[src/rtl/irq_pkg.sv]
// Shared types for the interrupt pending latch: line count, index width,
// offer FSM state encoding and a one-hot decode helper.
// No ports; imported by the interface, the edge detector and the top.
package irq_pkg;

  localparam int N_IRQ = 4;
  localparam int ID_W  = 2;

  typedef logic [N_IRQ-1:0] irq_vec_t;
  typedef logic [ID_W-1:0]  irq_id_t;

  typedef enum logic {
    IDLE,
    OFFER
  } irq_state_t;

  // One-hot vector selecting a single line by index.
  function automatic irq_vec_t id_onehot(input irq_id_t id);
    irq_vec_t v;
    v     = '0;
    v[id] = 1'b1;
    return v;
  endfunction

endpackage

[src/rtl/irq_pending_latch_if.sv]
// Bundle between the pending latch, the external priority encoder and the
// interrupt consumer. master = latch side, slave = encoder/consumer side.
// Signals: irq_in/mask/ovf_clr (controls), pend_o/enc_y/enc_none (encoder
// loop), irq_valid/irq_id/irq_ready (offer handshake), ovf_o (overflow).
interface irq_pending_latch_if;
  import irq_pkg::*;

  irq_vec_t        irq_in;
  irq_vec_t        mask;
  irq_vec_t        pend_o;
  logic [ID_W:0]   enc_y;
  logic            enc_none;
  logic            irq_valid;
  irq_id_t         irq_id;
  logic            irq_ready;
  irq_vec_t        ovf_o;
  logic            ovf_clr;

  modport master (
    input  irq_in,
    input  mask,
    output pend_o,
    input  enc_y,
    input  enc_none,
    output irq_valid,
    output irq_id,
    input  irq_ready,
    output ovf_o,
    input  ovf_clr
  );

  modport slave (
    output irq_in,
    output mask,
    input  pend_o,
    output enc_y,
    output enc_none,
    input  irq_valid,
    input  irq_id,
    output irq_ready,
    input  ovf_o,
    output ovf_clr
  );

endinterface

[src/rtl/irq_pending_latch_edge_detect.sv]
// Per-line event source: registers the request lines and produces either a
// rising-edge pulse or the raw level, selected by LEVEL_MODE.
// Ports: clk, rst (sync, active-high), irq_in (lines), set (event vector,
// combinational from irq_in and the registered copy).
module irq_edge_detect
  import irq_pkg::*;
#(
  parameter bit LEVEL_MODE = 1'b0
) (
  input  logic     clk,
  input  logic     rst,
  input  irq_vec_t irq_in,
  output irq_vec_t set
);

  irq_vec_t irq_q;

  // irq_q clears on reset, so a line already high at reset release is seen
  // as a fresh edge on the first cycle out of reset.
  always_ff @(posedge clk) begin
    if (rst) begin
      irq_q <= '0;
    end else begin
      irq_q <= irq_in;
    end
  end

  assign set = LEVEL_MODE ? irq_in : (irq_in & ~irq_q);

endmodule

[src/rtl/irq_pending_latch.sv]
// Sticky pending latch feeding an external 4x2 priority encoder; the winner
// is offered on a valid/ready handshake. Latency 2 cycles from request to
// irq_valid; an offer is held until irq_ready, with one bubble between offers.
// Ports: clk, rst (sync, active-high), bus (master side of the interface).
module irq_pending_latch
  import irq_pkg::*;
#(
  parameter bit LEVEL_MODE = 1'b0
) (
  input  logic                  clk,
  input  logic                  rst,
  irq_pending_latch_if.master   bus
);

  irq_vec_t   set;
  irq_vec_t   pending;
  irq_vec_t   ovf;
  irq_vec_t   clr;
  irq_vec_t   ovf_set;
  irq_state_t state;
  logic       irq_valid_q;
  irq_id_t    irq_id_q;
  logic       accept;

  // The encoder's top index bit carries no information for four lines.
  logic       unused_enc_hi;
  assign unused_enc_hi = bus.enc_y[ID_W];

  irq_edge_detect #(
    .LEVEL_MODE (LEVEL_MODE)
  ) u_edge (
    .clk    (clk),
    .rst    (rst),
    .irq_in (bus.irq_in),
    .set    (set)
  );

  assign accept = irq_valid_q && bus.irq_ready;
  assign clr    = accept ? id_onehot(irq_id_q) : '0;

  // An event colliding with its own accept is a new event, not an overflow.
  assign ovf_set = set & pending & ~clr;

  always_ff @(posedge clk) begin
    if (rst) begin
      pending <= '0;
      ovf     <= '0;
    end else begin
      // Set is ORed in after the clear so a same-cycle event survives.
      pending <= (pending & ~clr) | set;
      ovf     <= (bus.ovf_clr ? '0 : ovf) | ovf_set;
    end
  end

  // Offer FSM. irq_id is captured on entry to OFFER and frozen there, so
  // mask or request changes during an offer cannot retarget it.
  always_ff @(posedge clk) begin
    if (rst) begin
      state       <= IDLE;
      irq_valid_q <= 1'b0;
      irq_id_q    <= '0;
    end else begin
      case (state)
        IDLE: begin
          if (!bus.enc_none) begin
            irq_id_q    <= bus.enc_y[ID_W-1:0];
            irq_valid_q <= 1'b1;
            state       <= OFFER;
          end
        end
        OFFER: begin
          if (bus.irq_ready) begin
            irq_valid_q <= 1'b0;
            state       <= IDLE;
          end
        end
        default: begin
          irq_valid_q <= 1'b0;
          state       <= IDLE;
        end
      endcase
    end
  end

  assign bus.pend_o    = pending & ~bus.mask;
  assign bus.irq_valid = irq_valid_q;
  assign bus.irq_id    = irq_id_q;
  assign bus.ovf_o     = ovf;

endmodule

[src/flat_wrapper.sv]
// flat-port wrapper written by rule: the top's interface ports become plain ports
module irq_pending_latch_flat import irq_pkg::*;
#(
  parameter bit LEVEL_MODE = 1'b0
)
  (clk, rst, bus_irq_in, bus_mask, bus_pend_o, bus_enc_y, bus_enc_none, bus_irq_valid, bus_irq_id, bus_irq_ready, bus_ovf_o, bus_ovf_clr);
  irq_pending_latch_if bus_i ();
  input  logic clk;
  input  logic rst;
  input wire logic [$bits(bus_i.irq_in)-1:0] bus_irq_in;
  input wire logic [$bits(bus_i.mask)-1:0] bus_mask;
  output wire logic [$bits(bus_i.pend_o)-1:0] bus_pend_o;
  input wire logic [$bits(bus_i.enc_y)-1:0] bus_enc_y;
  input wire logic [$bits(bus_i.enc_none)-1:0] bus_enc_none;
  output wire logic [$bits(bus_i.irq_valid)-1:0] bus_irq_valid;
  output wire logic [$bits(bus_i.irq_id)-1:0] bus_irq_id;
  input wire logic [$bits(bus_i.irq_ready)-1:0] bus_irq_ready;
  output wire logic [$bits(bus_i.ovf_o)-1:0] bus_ovf_o;
  input wire logic [$bits(bus_i.ovf_clr)-1:0] bus_ovf_clr;
  assign bus_i.irq_in = bus_irq_in;
  assign bus_i.mask = bus_mask;
  assign bus_pend_o = bus_i.pend_o;
  assign bus_i.enc_y = bus_enc_y;
  assign bus_i.enc_none = bus_enc_none;
  assign bus_irq_valid = bus_i.irq_valid;
  assign bus_irq_id = bus_i.irq_id;
  assign bus_i.irq_ready = bus_irq_ready;
  assign bus_ovf_o = bus_i.ovf_o;
  assign bus_i.ovf_clr = bus_ovf_clr;
  irq_pending_latch #(.LEVEL_MODE(LEVEL_MODE)) u_core (.clk(clk), .rst(rst), .bus(bus_i));
endmodule
[config.mk]
export PLATFORM = sky130hd
export DESIGN_NAME = irq_pending_latch_flat
export DESIGN_NICKNAME = d
export VERILOG_FILES = /design/src/rtl/irq_pkg.sv /design/src/rtl/irq_pending_latch_if.sv /design/src/rtl/irq_pending_latch_edge_detect.sv /design/src/rtl/irq_pending_latch.sv /design/src/flat_wrapper.sv
export SDC_FILE = /design/constraint.sdc
export NUM_CORES = 1
export LEC_CHECK = 0
export ABC_CLOCK_PERIOD_IN_PS = 1550
export CORE_UTILIZATION = 35
export DETAILED_ROUTE_END_ITERATION = 6
export PLACE_DENSITY = 0.67
export SYNTH_ARGS = -nofsm -noshare
export SYNTH_HDL_FRONTEND = slang
export SYNTH_HIERARCHICAL = 1
export SYNTH_SLANG_ARGS = --single-unit
[constraint.sdc]
create_clock -name clk -period 1.55 [get_ports clk]
set_clock_uncertainty 0.1 [all_clocks]
set_input_delay 0.465 -clock clk [delete_from_list [all_inputs] [get_ports clk]]
set_output_delay 0.465 -clock clk [all_outputs]
set_load 0.02 [all_outputs]
After elaboration in Yosys (flattened, before gate mapping)

Cells that the tools add are included.

Bits of input ports: 16
Word-level logic and storage cells: 36
Output and inout port bits: 11
Register bits: 16

Muxes and demuxes: 10
Bitwise logic cells: 12
Reduce and logical (&&, ||, !) cells: 4
Equal/unequal tests: 2
Order comparisons: 2

Operators with widths:

| operator                                                               | number |
|---|---|
| 4-bit AND                                                              | 5 |
| 4-bit NOT                                                              | 3 |
| 4-bit 2-to-1 mux                                                       | 2 |
| 4-bit bitwise OR                                                       | 2 |
| 1-bit 2-to-1 mux                                                       | 5 |
| 2-bit inequality test (second input constant)                          | 2 |
| 1-bit one-hot mux with 2 select lines                                  | 2 |
| 2-bit AND reduction                                                    | 2 |
| 2-bit by 3-bit < comparator with 1-bit output (second input constant)  | 1 |
| 1-bit demux with 2-bit select                                          | 1 |
| 2-bit by 1-bit >= comparator with 1-bit output (second input constant) | 1 |
| 1-bit logical AND                                                      | 2 |
| 1-bit NOT                                                              | 2 |

Depth between registers and ports, before layout

Gate-level depths: netlist (run 1).

Word-level depth: 8
Mapped depth: 3
Depth with buffers taken out: 3

Cells and area by module

The synthesis (run 1) kept the hierarchy.

By module, submodules not included:

| module            | instances | area each (um^2) | sequential area each (um^2) | cells each |
|---|---|---|---|---|
| irq_pending_latch | 1         | 534.3            | 240.2                       | 54 |
| irq_edge_detect   | 1         | 140.1            | 80.1                        | 12 |

Worst setup path after synthesis (run 1)

OpenSTA, ideal clock, no wires.

Path type: input-to-output
Start point: input bus_mask[0]
End point: output bus_pend_o[0]
Path slack: 216 ps
Required time: 985 ps
Path buffers: 0
Arrival: 769 ps
Stages: 1
Cells stage by stage: nor2b_1

Cells in the longest elaborated chain, start to end: 2

RTL lines:

| item            | RTL line                | RTL |
|---|---|---|
| start, declared | flat_wrapper.sv:11      | `input wire logic [$bits(bus_i.mask)-1:0] bus_mask;` |
| 4-bit NOT       | irq_pending_latch.sv:85 | `assign bus.pend_o = pending & ~bus.mask;` |
| 4-bit AND       | irq_pending_latch.sv:85 |  |
| end, declared   | flat_wrapper.sv:12      | `output wire logic [$bits(bus_i.pend_o)-1:0] bus_pend_o;` |

No other way between the ends.

Worst setup path after layout (run 1)

Start point: input bus_mask[2]
End point: output bus_pend_o[2]

Same word-level chain as after synthesis.

==> reports/results.txt, run 1 <==
The number of global-route vias before repair was 562; the total iterations of the first detailed-routing run was 3. Setup violations remaining at the end of the flow were counted as 0. The cell area that synthesis handed to floorplanning was 674 µm². The average instance in the mapped netlist occupies 10.2 µm². For this run the aggregate overflow at the end of global routing stands at 0. The finished layout holds 129 standard cells, fillers aside. The flip-flop and latch count after synthesis came out at 16. Sorting the synthesized cells by area gives the leading types as sky130_fd_sc_hd__dfxtp_1 47%, sky130_fd_sc_hd__nor2b_1 7.4%, sky130_fd_sc_hd__nor2b_2 5.2%. The worst pin sits at a relative slew slack of 84.1%. The category of the critical setup timing path was in2out.

Final layout net count: 121. The hold violation total from the final report is 0, and the first-pass GRT wire length is 2310 µm. 0 antenna diodes ended up in the layout.

The final period demand of the worst path came out at 1.51 ns. The average detailed-routed wire length per instance was 11.0 µm. The reg-to-reg startpoint was u_core/bus.irq_id[0]$_SDFFE_PP0P_.

The fill cell total of the finished layout is 173, and the clock sink count is 16. The area share of the leading cell type in the synthesized netlist came out at 47.5%. The post-detailed-route DRC marker count is 0, and the cell count of the worst reg-to-reg path is 3. The tools report the all-layer global routing usage as 15.4%. The number of synthesis warnings came out at 6. Leaving out fill and tap cells, the most frequent cells in the layout are 16 x sky130_fd_sc_hd__dfxtp_1, 14 x sky130_fd_sc_hd__buf_4, 10 x sky130_fd_sc_hd__clkdlybuf4s50_1.

IR analysis of the VDD net gives a maximum drop of 0.535 mV. The capture instance of the worst register-to-register path is u_core/bus.ovf_o[0]$_SDFF_PP0_. STA puts the critical path data arrival time at 0.94 ns.

The die covers 2110 µm². Entering global routing, the biggest net connects 12 pins. The number of hold buffers added after CTS was 0. The library cell used most frequently in the layout, excluding fill and tap cells, is sky130_fd_sc_hd__dfxtp_1.

Critical path startpoint category: an input pin. The standby leakage power is 0.000442 µW, and the area growth from synthesis to final layout is 53.1%. The floorplan has 15 rows.

The type of the tightest min-delay check was reg2reg. The type of destination of the critical path is an output port. After clock tree synthesis, the setup repair step added 0 buffers. Port buffering added 25 buffers. Max-cap violations in this run came to 0. The layout cell share with drive strength beyond 1 is 29.8%, and the initial core utilization is 38.2%. The slew of the pin with the lowest slew margin works out to 0.237 ns.

TritonCTS built the clock tree. In this run the most critical hold path is launched from u_core/bus.ovf_o[2]$_SDFF_PP0_. Synthesis handed over a netlist of 66 instances. The run gives 0 as the initial antenna violation count.

After detailed routing, the number of vias per cell comes to 4.71. The end-of-flow core utilization is 58.5%. In the final timing run, aggregate negative setup slack is 0 ns. Synthesis instantiated 23 different standard cells from the library. The largest fanout on the critical path works out to 1. The core outline area was 1760 µm²; the clock transition time at the flip-flop clock pins of the worst setup and hold paths was 0.09 ns. Number of slew-limit violations in the final report: 0.

The total clock buffers created by CTS came out at 3. Routability-driven placement finished with a final weighted congestion of 0.724. Setup repair after global routing left no endpoint under its margin.

For the total number of H-tree levels, the log shows 1. Timing-limited maximum frequency: 664 MHz. The half-perimeter wire length of the detailed placement result was 1070 µm; the reg-to-reg setup timing slack was 0.47 ns. The number of stages on the worst hold path came out at 1. The run finished with clean final reports.

The die is 45.9 µm wide. The buffer levels on the longest clock path was 2. The share of the Yosys chip area taken by registers is 47.5%. The buffer cell driving the clock tree root is sky130_fd_sc_hd__clkbuf_4. In the final layout, flip-flops and latches occupy 320 µm².

The post-route total power is 902 µW, and the height of the die is 45.9 µm. The final route contains 607 vias. The detailed router finished its first iteration with 3 violations. The final critical path takes up 97.1% of the cycle. Hold path endpoint: u_core/bus.ovf_o[2]$_SDFF_PP0_. The number of placed instances with taps included came out at 125. On the final layout, the worst hold slack is 0.377 ns.

The clock insertion delay at the later pin of the skew report came out at 0.27 ns. The total detailed-routing wirelength is 1420 µm, and the top-level I/O count is 27. In this run the power density over the cells is 874 nW/µm². The run gives 334 µm² as the area of the multi-input gates.

Largest area contributor in the synthesized netlist: sky130_fd_sc_hd__dfxtp_1. The run gives 0 as the remaining antenna violation count after routing. The logs give 82 for the net count after synthesis and 0.98 ns for the critical path data required time.
==> registers in the layout, summed over array words and instances (netlist names) <==
| signal | flops |
|---|---|
| u_core/bus.ovf_o | 4 |
| u_core/pending | 4 |
| u_core/u_edge/irq_q | 4 |
| u_core/bus.irq_id | 2 |
| u_core/bus.irq_valid | 1 |
| u_core/state | 1 |
==> where the power goes <==
group          switching [µW]  total, µW  leakage (µW)  internal (µW)
Combinational            76.1        181      0.000289            105
Clock                     123        266     0.0000210            143
Sequential               15.6        455      0.000133            440
Total                     215        902      0.000442            687
==> what timing repair did <==
action                                  in CTS  in global routing
gates resized for setup                     31                 11
endpoints found under the setup margin      11                  7
pin swaps                                    0                  0
==> metal layers <==
metal  wire length, µm  global-route usage, %  share of wire (%)
met1               668                   20.0                 47
met2               646                   23.9                 46
met3                92                   3.57                6.5
met4                 9                   7.06               0.64
met5                 0                      0                  0
==> cells by family (layout without fill, tap and decap cells) <==
group	Yosys count	in the layout	synth area share, %
simple gates	30	30	33.0
flops	16	16	47.5
compound gates	15	15	16.1
buf+inv	5	43	3.34
==> critical path: stages <==
cell and delay, ns:
sky130_fd_sc_hd__dlygate4sd2_1 0.23, sky130_fd_sc_hd__nor2b_1 0.10, sky130_fd_sc_hd__buf_4 0.15
==> cells in the mapped netlist (all sizes together) <==
| library cell | n |
|---|---|
| nand3b | 3 |
| or3b | 3 |
| inv | 4 |
| nand2 | 1 |
| a21oi | 3 |
| a211oi | 1 |
| o22ai | 4 |
| nor2 | 1 |
| buf | 1 |
| nand2b | 4 |
| a21bo | 1 |
| and4b | 2 |
| o2bb2ai | 3 |
| o21ai | 2 |
| or2 | 1 |
| and4bb | 1 |
| and2b | 1 |
| and4 | 1 |
| nor2b | 12 |
| o31ai | 1 |
| dfxtp | 16 |
==> stage by stage <==
| stage | instance area (µm²) | setup WS [ns] |
|---|---|---|
| 2_1_floorplan | 674 | 0.216 |
| 3_3_place_gp | 1020 | -0.584 |
| 3_5_place_dp | 1020 | -0.598 |
| 4_1_cts | 1040 | 0.00210 |
| 5_1_grt | 1030 | 0.000853 |
| 6_report | 1030 | 0.0443 |
==> cell type report <==
cell class	instances	share of cell area [%]
timing repair buffer	35	28.6
clock buffer	4	3.52
multi-input combinational	45	32.4
tap	25	3.03
inverter	4	1.45
sequential	16	31.0
==> worst max path at each step <==
stage,start,endpoint,slack (ns),depth (start not counted)
final,bus_mask[2],bus_pend_o[2],0.04,3
after global routing,u_core/bus.ovf_o[0]$_SDFF_PP0_,bus_ovf_o[0],0.0009,1
after CTS,u_core/bus.irq_valid$_SDFFE_PP0P_,bus_irq_valid,0.002,1
after detailed placement,bus_mask[2],bus_pend_o[2],-0.60,3
after global placement,bus_mask[1],bus_pend_o[1],-0.58,3
after floorplan,bus_mask[0],bus_pend_o[0],0.22,1
Power figures use the tool's default switching activity.
==> inputs of run 2 (changes only) <==
CTS_CLUSTER_DIAMETER = 80   (was default)
==> results of run 2 <==
The final DEF is identical to that of run 1; final timing and power are the same.
==> inputs of run 3 (changes only) <==
HOLD_SLACK_MARGIN = 0.06   (was default)
==> results of run 3 <==
The final DEF is identical to that of run 1; final timing and power are the same.
